`src/rtl/branch_redirect_ctrl.sv`:
```
// PC redirect sequencer for the 5-stage MIPS pipeline: resolves jr/j/jal/branches
// from EX, holds the redirect across stalls, issues flushes and keeps statistics.
module branch_redirect_ctrl #(
  parameter int          CNT_W    = 16,
  parameter logic [31:0] RESET_PC = 32'h00003000
) (
  input  logic             clk,
  input  logic             rst,
  input  logic             pcen,
  input  logic             ex_valid,
  input  logic [5:0]       ex_op,
  input  logic [5:0]       ex_funct,
  input  logic [31:0]      ex_pc,
  input  logic [31:0]      ex_aluout,
  input  logic [25:0]      ex_label,
  input  logic [31:0]      ex_rfd1,
  input  logic             cnt_clr,
  output logic             redirect,
  output logic [31:0]      redirect_pc,
  output logic             flush_ifid,
  output logic             flush_idex,
  output logic [CNT_W-1:0] uncondsum,
  output logic [CNT_W-1:0] condsum,
  output logic [CNT_W-1:0] condsuccsum
);

  typedef enum logic [1:0] {
    S_IDLE    = 2'd0,
    S_PENDING = 2'd1,
    S_SHADOW  = 2'd2
  } state_e;

  localparam logic [CNT_W-1:0] CNT_ONE  = {{(CNT_W-1){1'b0}}, 1'b1};
  localparam logic [CNT_W-1:0] CNT_ZERO = {CNT_W{1'b0}};

  state_e            state_q, state_d;
  logic              redirect_q, redirect_d;
  logic [31:0]       redirect_pc_q, redirect_pc_d;
  logic [CNT_W-1:0]  unc_q, unc_d;
  logic [CNT_W-1:0]  cond_q, cond_d;
  logic [CNT_W-1:0]  succ_q, succ_d;

  logic              is_jr_s, is_j_s, is_cond_s, cond_taken_s;
  logic              capture_s, take_s;
  logic [31:0]       pc4_s, br_off_s, target_s;

  assign is_jr_s   = (ex_op == 6'h00) && (ex_funct == 6'h08);
  assign is_j_s    = (ex_op == 6'h02) || (ex_op == 6'h03);
  assign is_cond_s = (ex_op == 6'h04) || (ex_op == 6'h05) || (ex_op == 6'h01);

  assign pc4_s    = ex_pc + 32'd4;
  assign br_off_s = {{14{ex_label[15]}}, ex_label[15:0], 2'b00};

  // Branch condition and redirect target selection
  always_comb begin
    cond_taken_s = 1'b0;
    target_s     = pc4_s + br_off_s;
    case (ex_op)
      6'h04:   cond_taken_s = (ex_aluout == 32'h0000_0000);
      6'h05:   cond_taken_s = (ex_aluout != 32'h0000_0000);
      6'h01:   cond_taken_s = (ex_aluout == 32'h0000_0001);
      default: cond_taken_s = 1'b0;
    endcase
    if (is_jr_s) begin
      target_s = ex_rfd1;
    end else if (is_j_s) begin
      target_s = {pc4_s[31:28], ex_label, 2'b00};
    end else begin
      target_s = pc4_s + br_off_s;
    end
  end

  // Only IDLE accepts events; PENDING and SHADOW see stale or wrong-path EX slots.
  assign capture_s = (state_q == S_IDLE) && ex_valid && (is_jr_s || is_j_s || is_cond_s);
  assign take_s    = capture_s && (is_jr_s || is_j_s || (is_cond_s && cond_taken_s));

  // Next-state and registered-output logic
  always_comb begin
    state_d       = state_q;
    redirect_d    = 1'b0;
    redirect_pc_d = redirect_pc_q;
    case (state_q)
      S_IDLE: begin
        if (take_s) begin
          state_d       = S_PENDING;
          redirect_d    = 1'b1;
          redirect_pc_d = target_s;
        end else begin
          state_d = S_IDLE;
        end
      end
      S_PENDING: begin
        if (pcen) begin
          state_d    = S_SHADOW;
          redirect_d = 1'b0;
        end else begin
          state_d    = S_PENDING;
          redirect_d = 1'b1;
        end
      end
      S_SHADOW: state_d = S_IDLE;
      default:  state_d = S_IDLE;
    endcase
  end

  // Statistics counters; clear beats a same-cycle increment
  always_comb begin
    unc_d  = unc_q;
    cond_d = cond_q;
    succ_d = succ_q;
    if (cnt_clr) begin
      unc_d  = CNT_ZERO;
      cond_d = CNT_ZERO;
      succ_d = CNT_ZERO;
    end else if (capture_s) begin
      if (is_jr_s || is_j_s) begin
        unc_d = unc_q + CNT_ONE;
      end else begin
        cond_d = cond_q + CNT_ONE;
        if (cond_taken_s) begin
          succ_d = succ_q + CNT_ONE;
        end else begin
          succ_d = succ_q;
        end
      end
    end else begin
      unc_d = unc_q;
    end
  end

  // State, output and counter registers
  always_ff @(posedge clk) begin
    if (rst) begin
      state_q       <= S_IDLE;
      redirect_q    <= 1'b0;
      redirect_pc_q <= RESET_PC;
      unc_q         <= CNT_ZERO;
      cond_q        <= CNT_ZERO;
      succ_q        <= CNT_ZERO;
    end else begin
      state_q       <= state_d;
      redirect_q    <= redirect_d;
      redirect_pc_q <= redirect_pc_d;
      unc_q         <= unc_d;
      cond_q        <= cond_d;
      succ_q        <= succ_d;
    end
  end

  assign redirect    = redirect_q;
  assign flush_ifid  = redirect_q;
  assign flush_idex  = redirect_q;
  assign redirect_pc = redirect_pc_q;
  assign uncondsum   = unc_q;
  assign condsum     = cond_q;
  assign condsuccsum = succ_q;

endmodule

```
`config.mk`:
```
export PLATFORM = sky130hd
export DESIGN_NAME = branch_redirect_ctrl
export DESIGN_NICKNAME = d
export VERILOG_FILES = /design/src/rtl/branch_redirect_ctrl.sv
export SDC_FILE = /design/constraint.sdc
export NUM_CORES = 1
export LEC_CHECK = 0
export CAP_MARGIN = 40
export CORE_MARGIN = 4
export CORE_UTILIZATION = 46
export DETAILED_ROUTE_END_ITERATION = 8
export GPL_ROUTABILITY_DRIVEN = 0
export PLACE_DENSITY = 0.92
export SYNTH_ARGS = -nofsm -noshare
export SYNTH_HDL_FRONTEND = slang
export SYNTH_SLANG_ARGS = --single-unit
```
`constraint.sdc`:
```
create_clock -name clk -period 4.1 [get_ports clk]
set_input_delay 0.41 -clock clk [delete_from_list [all_inputs] [get_ports clk]]
set_output_delay 0.41 -clock clk [all_outputs]
set_load 0.01 [all_outputs]
```
==> results.toml, run 1 <==
[outcome]
outcome = "finished clean"

[sta]
tns_ps = 0
fmax_mhz = 263.8
slew_violations = 0
period_needed_ps = 3791
grt_setup_unrepaired = "no"
finClkSkew_ps = 9.850
hold_ws_ps = 456.0
finalCritPeriodShare_pct = 92.47
worst_slew_pin_slew_ps = 831.7
slew_headroom_pct = 44.56
hold_violations = 0
setup-violations-final = 0
fin_ws_ps = 308.5

[floorplanning]
die-height_um = 123.3
boundaryPins = 222
fp.dieW_um = 123.3
row_count = 41
initial_core_util_pct = 47.66
coreArea_um2 = 12820
dieArea_um2 = 15200

[clock_tree]
clk_pin_slew_worst_paths_ps = 70
post_cts_buffers = 0
cts_root_buffer = "clkbuf_16"
clock-sinks = 82
cts_max_level = 3
cts_hold_buffers = 0
cts_made_buffers = 9
cts_tree = "yes"
cts_buffer_depth = 2
cts_resized = 0
clk_latency_ps = 360

[cells_and_area]
syn_to_final_growth_pct = 46.43
final_area_um2 = 8950
fin_util_pct = 69.79
layout-drive-gt1-share_pct = 6.934
seq_area_um2 = 1642
nFillCells = 968
fin_cells = 1196
multiInputGateArea_um2 = 4270
final_net_count = 1197
antenna_cells = 0

[worst_hold_path]
worstHoldPathType = "flop to flop"
min_path_cells = 1

[job]
cap_violations = 0

[global_routing]
grt_pass1_vias = 6940
gr-total-overflow = 0
antenna_found_initial = 0
grt_max_degree = 38
grt_pass1_wl_mm = 33.35
grt_usage_pct = 27.69

[logic_synthesis]
synth_cell_types = 73
synthCells = 790
ys_warn_count = 0
ys_ff_latch = 82
async_flop_share_pct = 0
synth.net_count = 968
yosysSeqAreaShare_pct = 26.86
synth.avg_cell_area_um2 = 7.737
synth_edf_count = 0
netlist_area_um2 = 6112
synth_ff_type = "dfxtp_1"

[detailed_routing]
ant_nets = 0
drcViolationCount = 0
wl_mm = 21.48
drt_iter0_markers = 724
vias_per_cell = 5.897
vias = 7053
drtPass1Iterations = 6
wl_per_cell_um = 17.96

[place]
place_ws_ps = -40.83
numPortBuffers = 221
dp_hpwl_mm = 16.52
place_area_um2 = 8656
placed_cells = 1180

[worst_setup_path]
required_ps = 4350
arrival_ps = 4040
critPathKind = "primary input to flop"
start_kind = "primary input"
reg2reg_depth = 9
cp_max_fo = 4
critPathCaptureType = "flop"

[power]
leakage_nw = 3.293
vdd_drop_max_mv = 0.2009
power_density_nw_per_um2 = 247.5
power_mw = 2.215
==> cell families after synthesis <==
| family | share of synthesized area (%) |
|---|---|
| and+or+nand+nor | 27.29 |
| AOI/OAI and AO/OA | 21.31 |
| xor gates and xnor gates | 12.32 |
| DFF | 26.86 |
| buffers and inverters | 3.275 |
| adders and majority gates | 8.107 |
| muxes | 0.8393 |
==> state kept, by name, summed over array words and instances (netlist names) <==
signal,flops
redirect_pc,32
condsuccsum,16
condsum,16
uncondsum,16
state_q,2
==> final cells by class <==
cell class / instances / area share, %
clock buffer: 9 / 2.516
clock inverter: 7 / 0.7689
inverter: 15 / 0.6291
multi-input combinational: 657 / 47.71
sequential: 82 / 18.34
tap: 172 / 2.405
timing repair buffer: 254 / 27.62
==> Yosys cell counts, types with 3 or more instances <==
library cell	instances	share of area, %
ha_1	38	7.8
dfxtp_1	82	27
xor2_1	41	5.9
nand3_1	41	3.4
clkbuf_1	32	2.0
o21bai_1	4	0.49
nor2b_1	3	0.31
o31ai_1	6	0.74
or3_1	14	1.4
a211oi_1	12	1.5
mux2i_1	4	0.66
o22ai_1	9	0.92
nor2_1	95	5.8
xnor2_1	45	6.4
nor3_1	18	1.5
a221oi_1	3	0.43
o21ai_0	33	2.7
and3_1	15	1.5
or2_2	3	0.31
inv_1	15	0.92
nand4_1	31	3.2
a31o_2	3	0.43
a31oi_1	5	0.51
nor4_1	10	1.0
a21o_1	13	1.6
o21a_1	3	0.37
nand2b_1	3	0.31
o211ai_1	18	2.2
and2_1	4	0.41
a21oi_1	52	4.3
o41ai_1	4	0.57
a311oi_1	3	0.43
nand2_1	82	5.0
==> where the power goes <==
part | switching [mW] | internal (mW) | leakage (nW) | total (mW)
combinational | 0.289 | 0.302 | 2.49 | 0.591
clock | 0.389 | 0.430 | 0.140 | 0.818
sequential | 0.00340 | 0.801 | 0.661 | 0.805
==> critical path: stages <==
cell             delay, ps
clkdlybuf4s50_1        490
and4_1                 210
and3_1                 190
buf_4                  140
nand2_1                 70
nor2_1                 160
nand4_1                180
nor2_1                 230
xor2_1                 190
ha_1                   260
a21o_1                 180
a21o_1                 170
a21oi_1                180
o21ai_0                120
a21o_1                 190
a21oi_1                180
o41ai_2                110
xnor2_1                140
o311ai_1               250
==> metal layers <==
metal  wire length (µm)  vias up  GRT usage, %
li1                   -     3335             -
met1               8475     3224         31.96
met2              10080      424         47.81
met3               2292       70         8.463
met4                641        0         10.87
met5                  0        -             0
==> placed cells by master, fill, tap and decap left out, drive strengths merged, types with 17 or more instances in the layout <==
cell type        n
ha              38
o21ai           36
buf             33
nand4           32
xnor2           45
o211ai          18
and3            17
a21oi           52
clkdlybuf4s50  221
dfxtp           82
nor3            19
nand2           83
nand3           41
nor2            95
inv             20
xor2            41
==> path summary, 6_finish.rpt <==
path                         start                      endpoint  slack, ps
min reg2reg  state_q[1]$_SDFF_PP0_         state_q[1]$_SDFF_PP0_        460
max reg2reg  state_q[0]$_SDFF_PP0_  redirect_pc[31]$_SDFFE_PP0P_       1530
min          state_q[1]$_SDFF_PP0_         state_q[1]$_SDFF_PP0_        460
max                       ex_pc[4]  redirect_pc[30]$_SDFFE_PP0P_        310
(Power assumes the default switching activity.)
==> run 2, diff against run 1 <==
- SETUP_SLACK_MARGIN: not set -> 0.05
==> results of run 2 <==
Final layout, timing and power as in run 1 (identical DEF).
==> run 3, diff against run 2 <==
- CORE_MARGIN: 4 -> 2
==> results.toml, run 3 (synthesis gave the netlist of run 1 again) <==
[power]
power_density_nw_per_um2 = 246.5
vdd_drop_max_mv = 0.1835
p_sw_share_pct = 30.62
leakage_nw = 3.311
p_seq_share_pct = 36.4
p_clk_share_pct = 36.7
comb_power_share_pct = 26.9
power_mw = 2.213
intPower_mw = 1.536
p_sw_mw = 0.6777

[global_routing]
grt_pass1_wl_mm = 32.47
use_met1_pct = 35.50
use_met2_pct = 48.89
grtUsageMet3_pct = 6.370
antenna_found_initial = 0
grt_max_degree = 49
gr-total-overflow = 0
grt_pass1_vias = 6576
top_usage_layer = "met2"
grt_usage_pct = 28.36

[floorplanning]
coreArea_um2 = 13090
dieArea_um2 = 14230
die-height_um = 119.3
fp.dieW_um = 119.3
initial_core_util_pct = 46.71
boundaryPins = 222
row_count = 42

[worst_setup_path]
arrival_ps = 4080
required_ps = 4300
cpPeakStageDelay_ps = 550
critPathCaptureType = "flop"
start_kind = "primary input"
cp_common_cell = "nor2_1"
path_cells = "clkdlybuf4s50_1, nand4_1, nor2_1, nand3_1, nor3_1, nand2_1, xnor2_1, ha_1, a21o_1, a21o_1, a21oi_1, nor2_1, nor2_1, o211ai_1, o41ai_1, a211oi_1"
critPathKind = "primary input to flop"
path_depth = 16
cp_num_buf_inv = 1
critPathTopFamily = "compound AO/OA/AOI/OAI gates"
cp_max_fo = 8
slowest_stage = "clkdlybuf4s50_1"
reg2reg_depth = 8

[cells_and_area]
final_net_count = 1200
syn_to_final_growth_pct = 46.92
most-common-layout-cells = "clkdlybuf4s50_1 (221), nor2_1 (94), nand2_1 (82), dfxtp_1 (82), a21oi_1 (52)"
antenna_cells = 0
final_common_cell = "clkdlybuf4s50_1"
fin_cells = 1203
fin_util_pct = 68.63
layout-drive-gt1-share_pct = 7.400
largest_reg_flops = 32

[detailed_routing]
wl_per_cell_um = 17.42
wl_mm = 20.95
drcViolationCount = 0
drt_iter0_markers = 637
vias = 7054
drtPass1Iterations = 5
ant_nets = 0
vias_per_cell = 5.864

[sta]
worst_slew_pin_slew_ps = 876.7
finClkSkew_ps = 8.429
slew_headroom_pct = 41.55
period_needed_ps = 3885
grt_setup_unrepaired = "no"
fmax_mhz = 257.4
slew_violations = 0
setup-violations-final = 0
finalCritPeriodShare_pct = 94.75
hold_ws_ps = 444.2
hold_violations = 0
fin_ws_ps = 215.1

[clock_tree]
cts_resized = 0
cts_hold_buffers = 0
cts_made_buffers = 9
cts_buffer_depth = 2
cts_tree = "yes"
clock-sinks = 82
post_cts_buffers = 0
cts_max_level = 3
cts_root_buffer = "clkbuf_16"
clk_latency_ps = 340
clk_pin_slew_worst_paths_ps = 70

[place]
numPortBuffers = 221
place_ws_ps = -39.91
dp_hpwl_mm = 16.16
placed_cells = 1187

[worst_hold_path]
worstHoldPathType = "flop to flop"
min_path_cells = 1

[job]
cap_violations = 0

[outcome]
outcome = "finished clean"
-- run 3: power groups by stage --
stage	Sequential [mW]	Clock [mW]	Combinational, mW
floorplan	0.825	0	0.310
global placement	0.823	0	0.565
detailed placement	0.823	0	0.579
CTS	0.805	0.826	0.584
global route	0.805	0.862	0.641
finish	0.805	0.813	0.596
-- run 3: per-stage QoR --
| stage | TNS, ps | cell area, µm² |
|---|---|---|
| floorplan | 0 | 6112 |
| global placement | 0 | 8663 |
| detailed placement | -100.9 | 8678 |
| CTS | 0 | 8970 |
| global route | 0 | 8980 |
| finish | 0 | 8980 |
-- run 3: path summary, 6_finish.rpt --
kind / slack [ps] / to / from
max: 220 / redirect_pc[31]$_SDFFE_PP0P_ / ex_pc[10]
max reg2reg: 1280 / redirect_pc[31]$_SDFFE_PP0P_ / state_q[0]$_SDFF_PP0_
min: 440 / state_q[1]$_SDFF_PP0_ / state_q[1]$_SDFF_PP0_
min reg2reg: 440 / state_q[1]$_SDFF_PP0_ / state_q[1]$_SDFF_PP0_
-- run 3: worst register-to-register path, delay by kind of cell (launching register included) --
kind | cells | cell delay [ps]
flip-flops | 1 | 350
AND/OR/NAND/NOR | 4 | 1130
AO/OA/AOI/OAI | 4 | 1260
-- run 3: routing by layer --
metal,wire [µm],share of wire (%)
met5,0,0
met1,8347,40
met2,9828,47
met3,2247,11
met4,529,2.5
-- run 3: cell type report --
class                   count  area [µm²]
flip-flops and latches     82        1642
repair buffers            257        2490
inverters                  15       56.30
fillers                  1003        4105
multi-input cells         657        4280
well taps                 176       220.2
clock buffers               9       225.2
clock inverters             7       66.31
